[config.mk]
export PLATFORM = sky130hd
export DESIGN_NAME = lbdr_param
export DESIGN_NICKNAME = d
export VERILOG_FILES = /design/src/rtl/lbdr_param.sv
export SDC_FILE = /design/constraint.sdc
export NUM_CORES = 1
export LEC_CHECK = 0
export CAP_MARGIN = 20
export CORE_ASPECT_RATIO = 0.5
export CORE_MARGIN = 2
export CORE_UTILIZATION = 45
export CTS_BUF_LIST = sky130_fd_sc_hd__clkbuf_8
export DETAILED_ROUTE_END_ITERATION = 8
export PLACE_DENSITY = 0.75
export REMOVE_ABC_BUFFERS = 1
export SYNTH_ARGS = -nofsm -noshare
export SYNTH_HDL_FRONTEND = slang
export SYNTH_SLANG_ARGS = --single-unit
[constraint.sdc]
create_clock -name clk -period 2.75 [get_ports clk]
set_clock_uncertainty 0.05 [all_clocks]
set_input_delay 0.55 -clock clk [delete_from_list [all_inputs] [get_ports clk]]
set_output_delay 0.55 -clock clk [all_outputs]
set_load 0.005 [all_outputs]
[src/rtl/lbdr_param.sv]
// Parametrised LBDR routing unit for one NoC router input port; holds the route for a whole packet.
// Optional error/protocol monitor outputs are built when LBDR_ERR_CHECK_EN is defined.
module lbdr_param #(
  parameter int X_W   = 2,
  parameter int Y_W   = 2,
  parameter int FID_W = 3
) (
  input  logic               clk,
  input  logic               rst,
  input  logic               empty,
  input  logic               flit_rd,
  input  logic [FID_W-1:0]   flit_id,
  input  logic [X_W+Y_W-1:0] dst_addr,
  input  logic [7:0]         Rxy_rst,
  input  logic [3:0]         Cx_rst,
  input  logic [X_W+Y_W-1:0] cur_addr_rst,
  input  logic               cfg_we,
  input  logic [7:0]         cfg_Rxy,
  input  logic [3:0]         cfg_Cx,
  output logic               cfg_pending,
  output logic               Nport,
  output logic               Eport,
  output logic               Wport,
  output logic               Sport,
  output logic               Lport,
`ifdef LBDR_ERR_CHECK_EN
  output logic               err_unroutable,
  output logic               err_proto,
  output logic [7:0]         err_count,
`endif
  output logic               route_valid
);

  localparam int ADDR_W = X_W + Y_W;
  localparam logic [FID_W-1:0] FID_HEADER = FID_W'(1);
  localparam logic [FID_W-1:0] FID_BODY   = FID_W'(2);
  localparam logic [FID_W-1:0] FID_TAIL   = FID_W'(4);

  typedef enum logic {S_IDLE, S_ROUTED} state_t;

  state_t            r_state;
  state_t            w_state_nxt;
  logic [7:0]        r_rxy;
  logic [3:0]        r_cx;
  logic [ADDR_W-1:0] r_cur;
  logic [7:0]        r_sh_rxy;
  logic [3:0]        r_sh_cx;
  logic              r_pending;
  logic [4:0]        r_ports;   // {N,E,W,S,L}

  logic [X_W-1:0]    w_dx, w_cx_cur;
  logic [Y_W-1:0]    w_dy, w_cy_cur;
  logic              w_go_n, w_go_s, w_go_e, w_go_w;
  logic [4:0]        w_route;
  logic              w_hdr, w_tail_pop, w_accept_hdr, w_release;

  assign w_dx     = dst_addr[X_W-1:0];
  assign w_dy     = dst_addr[ADDR_W-1:X_W];
  assign w_cx_cur = r_cur[X_W-1:0];
  assign w_cy_cur = r_cur[ADDR_W-1:X_W];

  assign w_go_n = w_dy < w_cy_cur;
  assign w_go_s = w_dy > w_cy_cur;
  assign w_go_e = w_dx > w_cx_cur;
  assign w_go_w = w_dx < w_cx_cur;

  // Rxy bit order: [0]ne [1]nw [2]en [3]es [4]wn [5]ws [6]se [7]sw
  assign w_route[4] = r_cx[0] & w_go_n & ((~w_go_e & ~w_go_w) | (w_go_e & r_rxy[0]) | (w_go_w & r_rxy[1]));
  assign w_route[3] = r_cx[1] & w_go_e & ((~w_go_n & ~w_go_s) | (w_go_n & r_rxy[2]) | (w_go_s & r_rxy[3]));
  assign w_route[2] = r_cx[2] & w_go_w & ((~w_go_n & ~w_go_s) | (w_go_n & r_rxy[4]) | (w_go_s & r_rxy[5]));
  assign w_route[1] = r_cx[3] & w_go_s & ((~w_go_e & ~w_go_w) | (w_go_e & r_rxy[6]) | (w_go_w & r_rxy[7]));
  assign w_route[0] = ~w_go_n & ~w_go_e & ~w_go_w & ~w_go_s;

  assign w_hdr        = ~empty & (flit_id == FID_HEADER);
  assign w_tail_pop   = ~empty & flit_rd & (flit_id == FID_TAIL);
  assign w_accept_hdr = (r_state == S_IDLE) & w_hdr;
  assign w_release    = (r_state == S_ROUTED) & w_tail_pop;

  always_comb begin
    w_state_nxt = r_state;
    case (r_state)
      S_IDLE:   if (w_hdr)      w_state_nxt = S_ROUTED;
      S_ROUTED: if (w_tail_pop) w_state_nxt = S_IDLE;
      default:                  w_state_nxt = S_IDLE;
    endcase
  end

  always_ff @(posedge clk) begin
    if (rst) r_state <= S_IDLE;
    else     r_state <= w_state_nxt;
  end

  // Config writes land directly only while idle with no header arriving; otherwise they wait in the shadow.
  always_ff @(posedge clk) begin
    if (rst) begin
      r_rxy     <= Rxy_rst;
      r_cx      <= Cx_rst;
      r_cur     <= cur_addr_rst;
      r_ports   <= '0;
      r_pending <= 1'b0;
      r_sh_rxy  <= '0;
      r_sh_cx   <= '0;
    end else begin
      if (w_accept_hdr)   r_ports <= w_route;
      else if (w_release) r_ports <= '0;

      if (w_release) begin
        if (cfg_we) begin
          r_rxy <= cfg_Rxy;
          r_cx  <= cfg_Cx;
        end else if (r_pending) begin
          r_rxy <= r_sh_rxy;
          r_cx  <= r_sh_cx;
        end
        r_pending <= 1'b0;
      end else if (cfg_we) begin
        if ((r_state == S_IDLE) && !w_hdr) begin
          r_rxy <= cfg_Rxy;
          r_cx  <= cfg_Cx;
        end else begin
          r_sh_rxy  <= cfg_Rxy;
          r_sh_cx   <= cfg_Cx;
          r_pending <= 1'b1;
        end
      end
    end
  end

  assign Nport       = r_ports[4];
  assign Eport       = r_ports[3];
  assign Wport       = r_ports[2];
  assign Sport       = r_ports[1];
  assign Lport       = r_ports[0];
  assign route_valid = (r_state == S_ROUTED);
  assign cfg_pending = r_pending;

`ifdef LBDR_ERR_CHECK_EN
  logic w_ev_unr, w_ev_proto;

  assign w_ev_unr   = w_accept_hdr & (w_route == 5'b0);
  assign w_ev_proto = ~empty & (((r_state == S_ROUTED) & (flit_id == FID_HEADER)) |
                                ((r_state == S_IDLE) & ((flit_id == FID_BODY) | (flit_id == FID_TAIL))));

  always_ff @(posedge clk) begin
    if (rst) begin
      err_unroutable <= 1'b0;
      err_proto      <= 1'b0;
      err_count      <= 8'h00;
    end else begin
      err_unroutable <= w_ev_unr;
      err_proto      <= w_ev_proto;
      if ((w_ev_unr | w_ev_proto) && (err_count != 8'hFF))
        err_count <= err_count + 8'h01;
    end
  end
`endif

endmodule

* Word level (Yosys, flattened, before mapping)
Index checks and enable logic that the tools add are counted.
Word-level totals: bits in registers 35, input port bits 40, output and inout port bits 7, logic and storage cells 83
Cells by class: mux-type cells 17, reduce and logical (&&, ||, !) cells 10, bitwise operators 42, $lt $le $gt $ge 4, eq/ne operators 2
Operators with widths (count):
- two-way mux 8 bit | 6
- AND 1 bit | 26
- two-way mux 4 bit | 6
- two-way mux 5 bit | 2
- nonzero test 3 bit | 3
- NOT 1 bit | 8
- OR 1 bit | 8
- AND reduction 3 bit | 2
- greater-than comparator 2 bit | 2
- < comparator 2 bit | 2
- equality test 3 x 1 -> 1 bit (second input constant) | 1
- equality test 3 bit (second input constant) | 1
- two-way mux 1 bit | 2
- one-hot mux 1 bit (2 select lines) | 1
- AND reduction 2 bit | 1
- nonzero test 2 bit | 1
- OR reduction 2 bit | 1
- logical AND 1 bit | 1
- zero test 1 bit | 1

* Logic depth before layout (Yosys ltp)
Gate-level depths: netlist of the first run.
word-level depth 8, gate-level depth with buffers 6, mapped depth without buffers 6

* Least setup slack after synthesis of the first run
No wires, ideal clock.
path kind input to register, from in empty, to reg r_cx[0] (enable), buffers on the path 0, cell stages on the path 4, slack 0.571 ns, data required time 2.317 ns, arrival 1.746 ns, setup time 0.383 ns, cells stage by stage nor4b_2 and2_1 a21oi_1 o21bai_1
On the way: cells in the longest elaborated chain, start to end 6, elaborated cells on any way between the ends 10, classes of those cells bitwise: 5; reduce/logical: 5
RTL lines:
- from (decl) | line 10 | input logic empty,
- NOT 1 bit * | line 74, 75
- AND 1 bit, on equally long branches | line 75, 74
- AND 1 bit or zero test 1 bit (tied branches) | line 75, 117
- AND 1 bit or logical AND 1 bit (tied branches) | line 77, 117
- nonzero test 3 bit (no source line)
- AND reduction 3 bit (no source line) *
- to (signal assigned) | line 97 | r_cx <= Cx_rst;
- to (signal assigned) | line 110 | r_cx <= cfg_Cx;
- to (signal assigned) | line 113 | r_cx <= r_sh_cx;
- to (decl) | line 44 | logic [3:0] r_cx;
Mark *: on every way between the ends. The rest lies on a longest branch, timed or not. A chain may end at the register's enable or synchronous reset.

* Final worst setup path of the first run
from in dst_addr[1], to reg r_ports[3]
On the way: cells in the longest elaborated chain, start to end 4
RTL lines:
- from (decl) | line 13 | input logic [X_W+Y_W-1:0] dst_addr,
- greater-than comparator 2 bit | line 64 | assign w_go_e = w_dx > w_cx_cur;
- AND 1 bit (2 in series) | line 69 | assign w_route[3] = r_cx[1] & w_go_e & ((~w_go_n & ~w_go_s) | (w_go_n & r_rxy[2]) | (w_go_s & r_rxy[3]));
- two-way mux 5 bit | line 104 | if (w_accept_hdr) r_ports <= w_route;
- to (signal assigned) | line 104
- to (decl) | line 49 | logic [4:0] r_ports;
Every way passes these cells.

==> flow_summary_export.csv, run 1 <==
group,metric,value,unit
synthesis,synth.area.top_cells,"edfxtp_1 (27%), dfxtp_1 (21%), mux2i_1 (14%)",
synthesis,netlist_area,1779,um^2
power,combPwrFrac,13.9,%
power,swShare,22.75,%
finish,nets,253,
worst_setup_path,cp.arrival,2.36,ns
worst_setup_path,cp-end-kind,"flop",
route,met3RoutedLength,189,um
sta,layout_min_cycle_time,2.232,ns
sta,post-route-period-util,81.17,%
power,power_density,507.1,nW/um^2
global_route,grt_pass1_vias,1285,
cts,clk_latency,0.29,ns
hold_path,hold_path.class,"flop to flop",
cts,cts_max_level,2,
hold_path,worstHoldEndpoint,"r_ports[4]$_SDFFE_PP0P_",
placed_design,pre_cts_ws,0.2609,ns
floorplanning,io_pins,47,
floorplanning,core_area,3844,um^2
power,seqPwrFrac,47.9,%
worst_setup_path,r2r-end,"r_ports[3]$_SDFFE_PP0P_",
hold_path,hold_depth,2,
cts,cts_tree,"yes",
global_route,antenna_found_initial,0,
route,vias,1316,
global_route,grt_util_all_layers,16.45,%
sta,setup_violations,0,
power,internal-power,0.0009430,W
synthesis,synthCells,160,
placed_design,place_congestion,0.7773,
route,maxUsedRoutingLayer,"met4",
worst_setup_path,critPathMaxFanout,4,
finish,layout_common_cells,"clkdlybuf4s50_1 (46), nand2b_1 (24), mux2i_1 (24)",
sta,rsz0062_at_grt,"false",
sta,slew_headroom,53.35,%
route,m1WireLength,1705,um
synthesis,ys_warn_count,0,
placed_design,place_inst,256,
cts,post_cts_buffers,0,
finish,drive_above_1_share,8.571,%
route,wl_per_cell,13.13,um
global_route,grt_max_degree,50,
sta,final_max_slew_viol_count,0,
sta,worst_pin_slew,0.6997,ns
worst_setup_path,r2r_cells,6,
worst_setup_path,reg2reg_from,"r_cur[1]$_DFFE_PP_",
worst_setup_path,ff2ff_setup_slack,0.84,ns
route,viasPerCell,4.985,
cts,cts.repair.resized,0,
power,clock_power_share,38.2,%
floorplanning,core.rowCount,16,
hold_path,worstHoldStart,"r_ports[4]$_SDFFE_PP0P_",
sta,fmax,448.0,MHz
route,drc,0,
sta,hold_viol_final,0,
sta,tns,0,ns
finish,syn_to_final_growth,35.30,%
floorplanning,die_h,48.46,um
route,firstDrtPassIters,4,
cts,cts_buffer_depth,2,
synthesis,synth_seq_area_share,48.38,%
finish,diodes,0,
cts,cts_buffers,5,
route,drt_iter0_markers,41,
route,ant_nets,0,
outcome,status,"complete, no violations",
route,met2_length,1542,um
route,wl,3467,um
placed_design,hpwl,2517,um
cts,clk_pin_slew,0.07,ns
synthesis,yosys.cell_types.count,35,
placed_design,portBuffers,46,
global_route,grt_overflow_total,0,
worst_setup_path,critPathRequiredTime,2.88,ns
synthesis,avgSynthCellArea,11.12,um^2
cts,clock-root-buffer,"clkbuf_8",
cts,clock_sinks,35,
global_route,grt_pass1_wl,5878,um
synthesis,ys_ff_latch,35,
floorplanning,die_area,4503,um^2
power,power,0.001221,W
job,drv_cap,0,
synthesis,yosys.area.top_type_share,27.00,%
power,ir_drop,0.2200,mV
floorplanning,initial_utilization,46.29,%
finish,instances_no_fill,264,
cts,postCtsHoldBufs,0,
sta,setup_slack,0.5179,ns
floorplanning,die_width,92.93,um
power,p_sw,0.0002777,W
power,total_leakage_power,0.9931,nW
finish,final_common_cell,"clkdlybuf4s50_1",
worst_setup_path,cp-start-kind,"input pin",
synthesis,synth_area_leader_cell,"edfxtp_1",
worst_setup_path,criticalPathCategory,"input pin to flop",
-- cell families (layout without fill, tap and decap cells) --
kind of cell | count (synthesis) | after routing | share of synthesized area, %
muxes | 24 | 24 | 13.50
DFF | 35 | 35 | 48.38
buffers and inverters | 15 | 65 | 4.782
and+or+nand+nor | 54 | 54 | 18.85
adders and majority gates | 4 | 4 | 2.813
AOI/OAI and AO/OA | 28 | 28 | 11.67
-- Yosys cell counts (all sizes together) --
cell	number
a21oi	2
a21o	12
and2	3
nand4	1
a211oi	1
nor3	1
nor2b	2
nand3b	1
nand2b	24
nand2	6
nor4b	2
o31ai	2
nor2	9
clkbuf	5
dfxtp	19
o21ai	3
and3b	1
inv	6
mux2i	24
or2	2
or4	1
a221oi	1
buf	4
edfxtp	16
or3b	1
o41ai	3
o311ai	2
o21bai	1
a32o	1
ha	4
-- critical path: stages --
cell	delay (ns)
clkdlybuf4s50_1	0.40
ha_1	0.31
nor2b_1	0.32
o21ai_0	0.20
or2_2	0.32
o41ai_1	0.25
-- power groups by stage --
stage / clock, W / combinational, W / sequential [W]
after floorplan: 0 / 0.0000768 / 0.000593
after global placement: 0 / 0.000165 / 0.000596
after detailed placement: 0 / 0.000168 / 0.000596
after CTS: 0.000474 / 0.000170 / 0.000584
after global routing: 0.000490 / 0.000186 / 0.000586
final: 0.000467 / 0.000169 / 0.000585
-- flip-flops by register name, indices dropped and copies added (netlist names) --
register	count
r_rxy	8
r_sh_rxy	8
r_ports	5
r_cur	4
r_cx	4
r_sh_cx	4
cfg_pending	1
route_valid	1
-- metrics by stage --
stage | utilization, % | instance area [um^2] | hold slack [ns]
finish | 62.63 | 2407 | 0.4205
detailed placement | 59.70 | 2295 | 0.4055
floorplan | - | 1717 | 0.3942
global route | 62.63 | 2407 | 0.4477
CTS | 62.63 | 2407 | 0.4233
global placement | 59.70 | 2295 | 0.4002
-- layout make-up --
| type | instances | area, um^2 |
|---|---|---|
| Clock buffer | 5 | 68.82 |
| Clock inverter | 3 | 43.79 |
| Fill cell | 315 | 1436 |
| Inverter | 6 | 22.52 |
| Multi-Input combinational cell | 110 | 833.3 |
| Sequential cell | 35 | 860.8 |
| Tap cell | 54 | 67.56 |
| Timing Repair Buffer | 51 | 510.5 |
-- worst max path at each step --
stage,slack (ns),cells past startpoint,from,to
final,0.52,6,dst_addr[1],r_ports[3]$_SDFFE_PP0P_
after global routing,0.42,6,dst_addr[1],r_ports[3]$_SDFFE_PP0P_
after CTS,0.55,6,dst_addr[1],r_ports[3]$_SDFFE_PP0P_
after detailed placement,0.26,6,dst_addr[1],r_ports[3]$_SDFFE_PP0P_
after global placement,0.32,5,empty,r_ports[0]$_SDFFE_PP0P_
after floorplan,0.57,4,empty,r_cx[0]$_DFFE_PP_
-- metal layers --
metal | vias to the layer above | GRT usage (%)
li1 | 672 | -
met5 | - | 0
met2 | 41 | 26.81
met3 | 4 | 3.894
met1 | 599 | 21.92
met4 | 0 | 5.147
Power figures use the tool's default switching activity.
==> run 2: changes to the inputs <==
==> constraint.sdc (replaced) <==
create_clock -name clk -period 2.2 [get_ports clk]
set_clock_uncertainty 0.05 [all_clocks]
set_input_delay 0.44 -clock clk [delete_from_list [all_inputs] [get_ports clk]]
set_output_delay 0.44 -clock clk [all_outputs]
set_load 0.005 [all_outputs]
==> run 2 against run 1 <==
Effect of this change:
- global-route usage up 0.93 points
- largest cell class unchanged
- power is 17% higher
- clock power decreased by 4%
- critical endpoint is now r_ports[4]$_SDFFE_PP0P_
- core utilization increased by 1.9 points
- hold slack lost 0.0013 ns
- worst setup slack worse by 0.37 ns
- die area unchanged
==> flow_summary_export.csv, run 2 (same netlist as run 1, synthesis figures left out) <==
group,metric,value,unit
global_route,grt_max_degree,50,
route,viasPerCell,4.920,
sta,worst_pin_slew,0.6241,ns
power,power,0.001429,W
cts,cts_tree,"yes",
sta,layout_min_cycle_time,2.051,ns
sta,rsz0062_at_grt,"false",
cts,clk_latency,0.28,ns
worst_setup_path,critPathMaxFanout,3,
worst_setup_path,cpMaxStageDelayCell,"clkdlybuf4s50_1",
finish,final_common_cell,"clkdlybuf4s50_1",
worst_setup_path,cp-start-kind,"input pin",
cts,clock_sinks,35,
finish,syn_to_final_growth,39.45,%
power,clock_power_share,31.4,%
global_route,use_met1,24.50,%
cts,post_cts_buffers,0,
route,ant_nets,0,
sta,final_max_slew_viol_count,0,
finish,diodes,0,
worst_setup_path,crit_family,"compound AO/OA/AOI/OAI gates",
sta,hold_viol_final,0,
sta,fmax,487.5,MHz
finish,nets,265,
global_route,grt_pass1_wl,6120,um
cts,cts_buffer_depth,2,
route,wl,3752,um
power,ir_drop,0.3172,mV
power,p_sw,0.0003436,W
cts,cts.repair.resized,0,
sta,hold_slack,0.4191,ns
global_route,antenna_found_initial,0,
worst_setup_path,critPathRequiredTime,2.34,ns
floorplanning,core.rowCount,16,
cts,cts_max_level,2,
worst_setup_path,worst-path-buf-inv,2,
worst_setup_path,cp.arrival,2.19,ns
floorplanning,die_area,4503,um^2
power,total_leakage_power,1.045,nW
global_route,grt_util_met3,4.517,%
route,vias,1358,
sta,post-route-period-util,93.24,%
power,combPwrFrac,17.5,%
power,swShare,24.05,%
power,power_density,575.9,nW/um^2
power,seqPwrFrac,51.1,%
finish,layout_common_cells,"clkdlybuf4s50_1 (46), nand2b_1 (24), mux2i_1 (24)",
placed_design,place_congestion,0.7307,
sta,setup_slack,0.1487,ns
route,firstDrtPassIters,4,
global_route,grt_util_all_layers,17.38,%
power,internal-power,0.001085,W
global_route,top_usage_layer,"met2",
hold_path,hold_path.class,"flop to flop",
route,drt_iter0_markers,68,
sta,setup_violations,0,
floorplanning,die_h,48.46,um
floorplanning,initial_utilization,46.29,%
route,drc,0,
cts,clock-root-buffer,"clkbuf_8",
placed_design,pre_cts_ws,-0.1404,ns
worst_setup_path,criticalPathCategory,"input pin to flop",
worst_setup_path,worstPathCellList,"clkdlybuf4s50_1 -> ha_1 -> nor2b_1 -> o21ai_0 -> buf_4 -> nor2_1 -> o41ai_1",
worst_setup_path,slowest_delay,0.41,ns
finish,fin_util,64.55,%
floorplanning,core_area,3844,um^2
finish,largestRegisters,"r_rxy x8, r_sh_rxy x8, r_ports x5",
worst_setup_path,cp-end-kind,"flop",
floorplanning,io_pins,47,
global_route,use_met2,26.93,%
outcome,status,"complete, no violations",
placed_design,portBuffers,46,
cts,postCtsHoldBufs,0,
cts,clk_pin_slew,0.07,ns
route,wl_per_cell,13.59,um
global_route,grt_overflow_total,0,
cts,cts_buffers,5,
sta,slew_headroom,58.39,%
finish,drive_above_1_share,13.51,%
global_route,grt_pass1_vias,1315,
floorplanning,die_width,92.93,um
job,drv_cap,0,
placed_design,hpwl,2735,um
run 2: changes by cell type in the layout (fill, tap and decap cells not counted), sizes merged:
cell | before | now
buf | 5 | 17
bufinv | 1 | 0
clkinv | 2 | 3
run 2: metal layers:
layer  wire [um]  up-vias  share of wire [%]
li1            -      693                  -
met1        1894      635                 50
met2        1704       28                 45
met3         143        2                3.8
met4          10        0               0.27
met5           0        -                  0
run 2: metrics by stage:
step	instances	setup TNS (ns)	instance area [um^2]
after CTS	276	0	2481
final	276	0	2481
after global routing	276	0	2481
after floorplan	151	0	1717
after global placement	268	-2.114	2397
after detailed placement	268	-3.989	2397
run 2: worst min-delay path, stage by stage, from the launching register on:
cell,delay (ns)
dfxtp_1,0.32
nand2_1,0.06
o41ai_1,0.05
run 2: worst paths after layout:
kind | from | end | slack, ns | cells after the start
max | dst_addr[1] | r_ports[4]$_SDFFE_PP0P_ | 0.15 | 7
min | r_ports[3]$_SDFFE_PP0P_ | r_ports[3]$_SDFFE_PP0P_ | 0.42 | 2
max reg2reg | r_cur[1]$_DFFE_PP_ | r_ports[4]$_SDFFE_PP0P_ | 0.37 | 7
min reg2reg | r_ports[3]$_SDFFE_PP0P_ | r_ports[3]$_SDFFE_PP0P_ | 0.42 | 2
run 2: power by group through the flow:
stage               Sequential, W  Combinational [W]  Clock, W
global placement         0.000744           0.000242         0
global route             0.000733           0.000273  0.000482
CTS                      0.000731           0.000250  0.000458
floorplan                0.000741          0.0000959         0
finish                   0.000730           0.000250  0.000449
detailed placement       0.000745           0.000247         0
run 2: cell type report:
cell class                 instances  area, um^2
fill                             321        1363
inverter                           6       22.52
tap                               54       67.56
clock inverter                     3       15.01
multi-input combinational        110       833.3
timing repair buffer              63       613.1
clock buffer                       5       68.82
sequential                        35       860.8
==> RTL edit: new RTL, flow settings as in run 1 <==
The parameter `FID_W` goes from 3 to 6.
--- a/src/rtl/lbdr_param.sv
+++ b/src/rtl/lbdr_param.sv
@@ -3,7 +3,7 @@
 module lbdr_param #(
   parameter int X_W   = 2,
   parameter int Y_W   = 2,
-  parameter int FID_W = 3
+  parameter int FID_W = 6
 ) (
   input  logic               clk,
   input  logic               rst,
Interface: changed (resized flit_id); port bits go from 47 to 50. The function was not compared with the original's and may differ.
==> RTL edit against run 1 <==
Setup slack lost 0.088 ns. Sequential power grew 0.7%. Clock power shrank 21%. Cell count grew 2.7%. Sequential cell count is the same. Maximum frequency shrank 3.8%. Cell area grew 2.3%. Total power shrank 5.8%. Synthesized area grew 0.91%. Wire length grew 2.8%. Critical path type unchanged. Largest cell class is now multi-input combinational cells. Largest power group unchanged.
==> RTL edit: results (changes against run 1) <==
fraction of layout cells with a size suffix above 1 0.0783 (-0.00737); minimum clock period 2.32 ns (+0.0875 ns); largest cells by area after synthesis edfxtp_1 (27%), dfxtp_1 (21%), mux2i_1 (13%); Int Power 0.888 mW (-5.9%); Layout fillers 320 (+1.6%); RR Endpoint r_ports[2]$_SDFFE_PP0P_; number of global-route vias before repair 1330 (+3.5%); Wirelength per Cell 13.2 µm (+0.17%); Seq group 0.589 mW (+0.7%); Port Buffer Count 49 (+6.5%); post-placement worst setup slack 0.148 ns (-0.113 ns); Worst Hold Slack 0.420 ns (-0.000144 ns); largest net degree at the start of global routing 47 (-6.0%); WP data arrival 2.25 ns (-0.11 ns); top cells by count, synth nand2b_1 (26), mux2i_1 (24), dfxtp_1 (19); Met3 Routed Length 173 µm (-8.5%); Power Clock 0.367 mW (-21%); Vias/cell 4.98 (-0.14%); Worst Hold End r_ports[0]$_SDFFE_PP0P_; Final Wtd Congestion 0.783 (+0.67%); Crit path max-delay family buffers and inverters; leakage power 1.02 nW (+2.2%); Crit Path Max Fanout 12 (+8); hold_sp r_ports[0]$_SDFFE_PP0P_; post-synthesis sequential area ratio 0.479 (-0.00438); met1 GRT Util 0.230 (+0.0110); GRT met2 Usage 0.272 (+0.00407); met3 usage 0.0374 (-0.00156); number of DRC markers in iteration 0 69 (+68%); Power Total 1.15 mW (-5.8%); outcome complete, no violations; # H-tree levels 2 (unchanged); worst setup path start flit_id[4]; reg-to-reg critical path startpoint r_cur[3]$_DFFE_PP_; Max transition margin 0.698 (+0.165); CP peak stage delay 0.42 ns (+0.02 ns); # nets final 263 (+4.0%); first-pass GRT wire length 6.04 mm (+2.7%); detailed placement HPWL 2.69 mm (+7.0%)
[RTL edit: per-stage QoR]
stage                     instances  area, µm²  utilization
after floorplan                 153       1750            -
after detailed placement        263       2370        0.614
after global placement          263       2370        0.614
after CTS                       271       2460        0.638
after global routing            271       2460        0.638
final                           271       2460        0.638
[RTL edit: area by class of cell]
type | instances | area [µm²] | area share
clock buffer | 6 | 82.6 | 0.0335
clock inverter | 2 | 7.51 | 0.00305
inverter | 4 | 15.0 | 0.00609
multi-input combinational | 114 | 875 | 0.355
sequential | 35 | 861 | 0.349
tap | 54 | 67.6 | 0.0274
timing repair buffer | 56 | 556 | 0.225
[RTL edit: cell families after synthesis]
| kind of cell | Yosys count | synth area share |
|---|---|---|
| adders and majority gates | 4 | 0.0279 |
| buffers and inverters | 11 | 0.0334 |
| AOI/OAI and AO/OA | 34 | 0.142 |
| muxes | 24 | 0.134 |
| and+or+nand+nor | 52 | 0.183 |
| DFF | 35 | 0.479 |
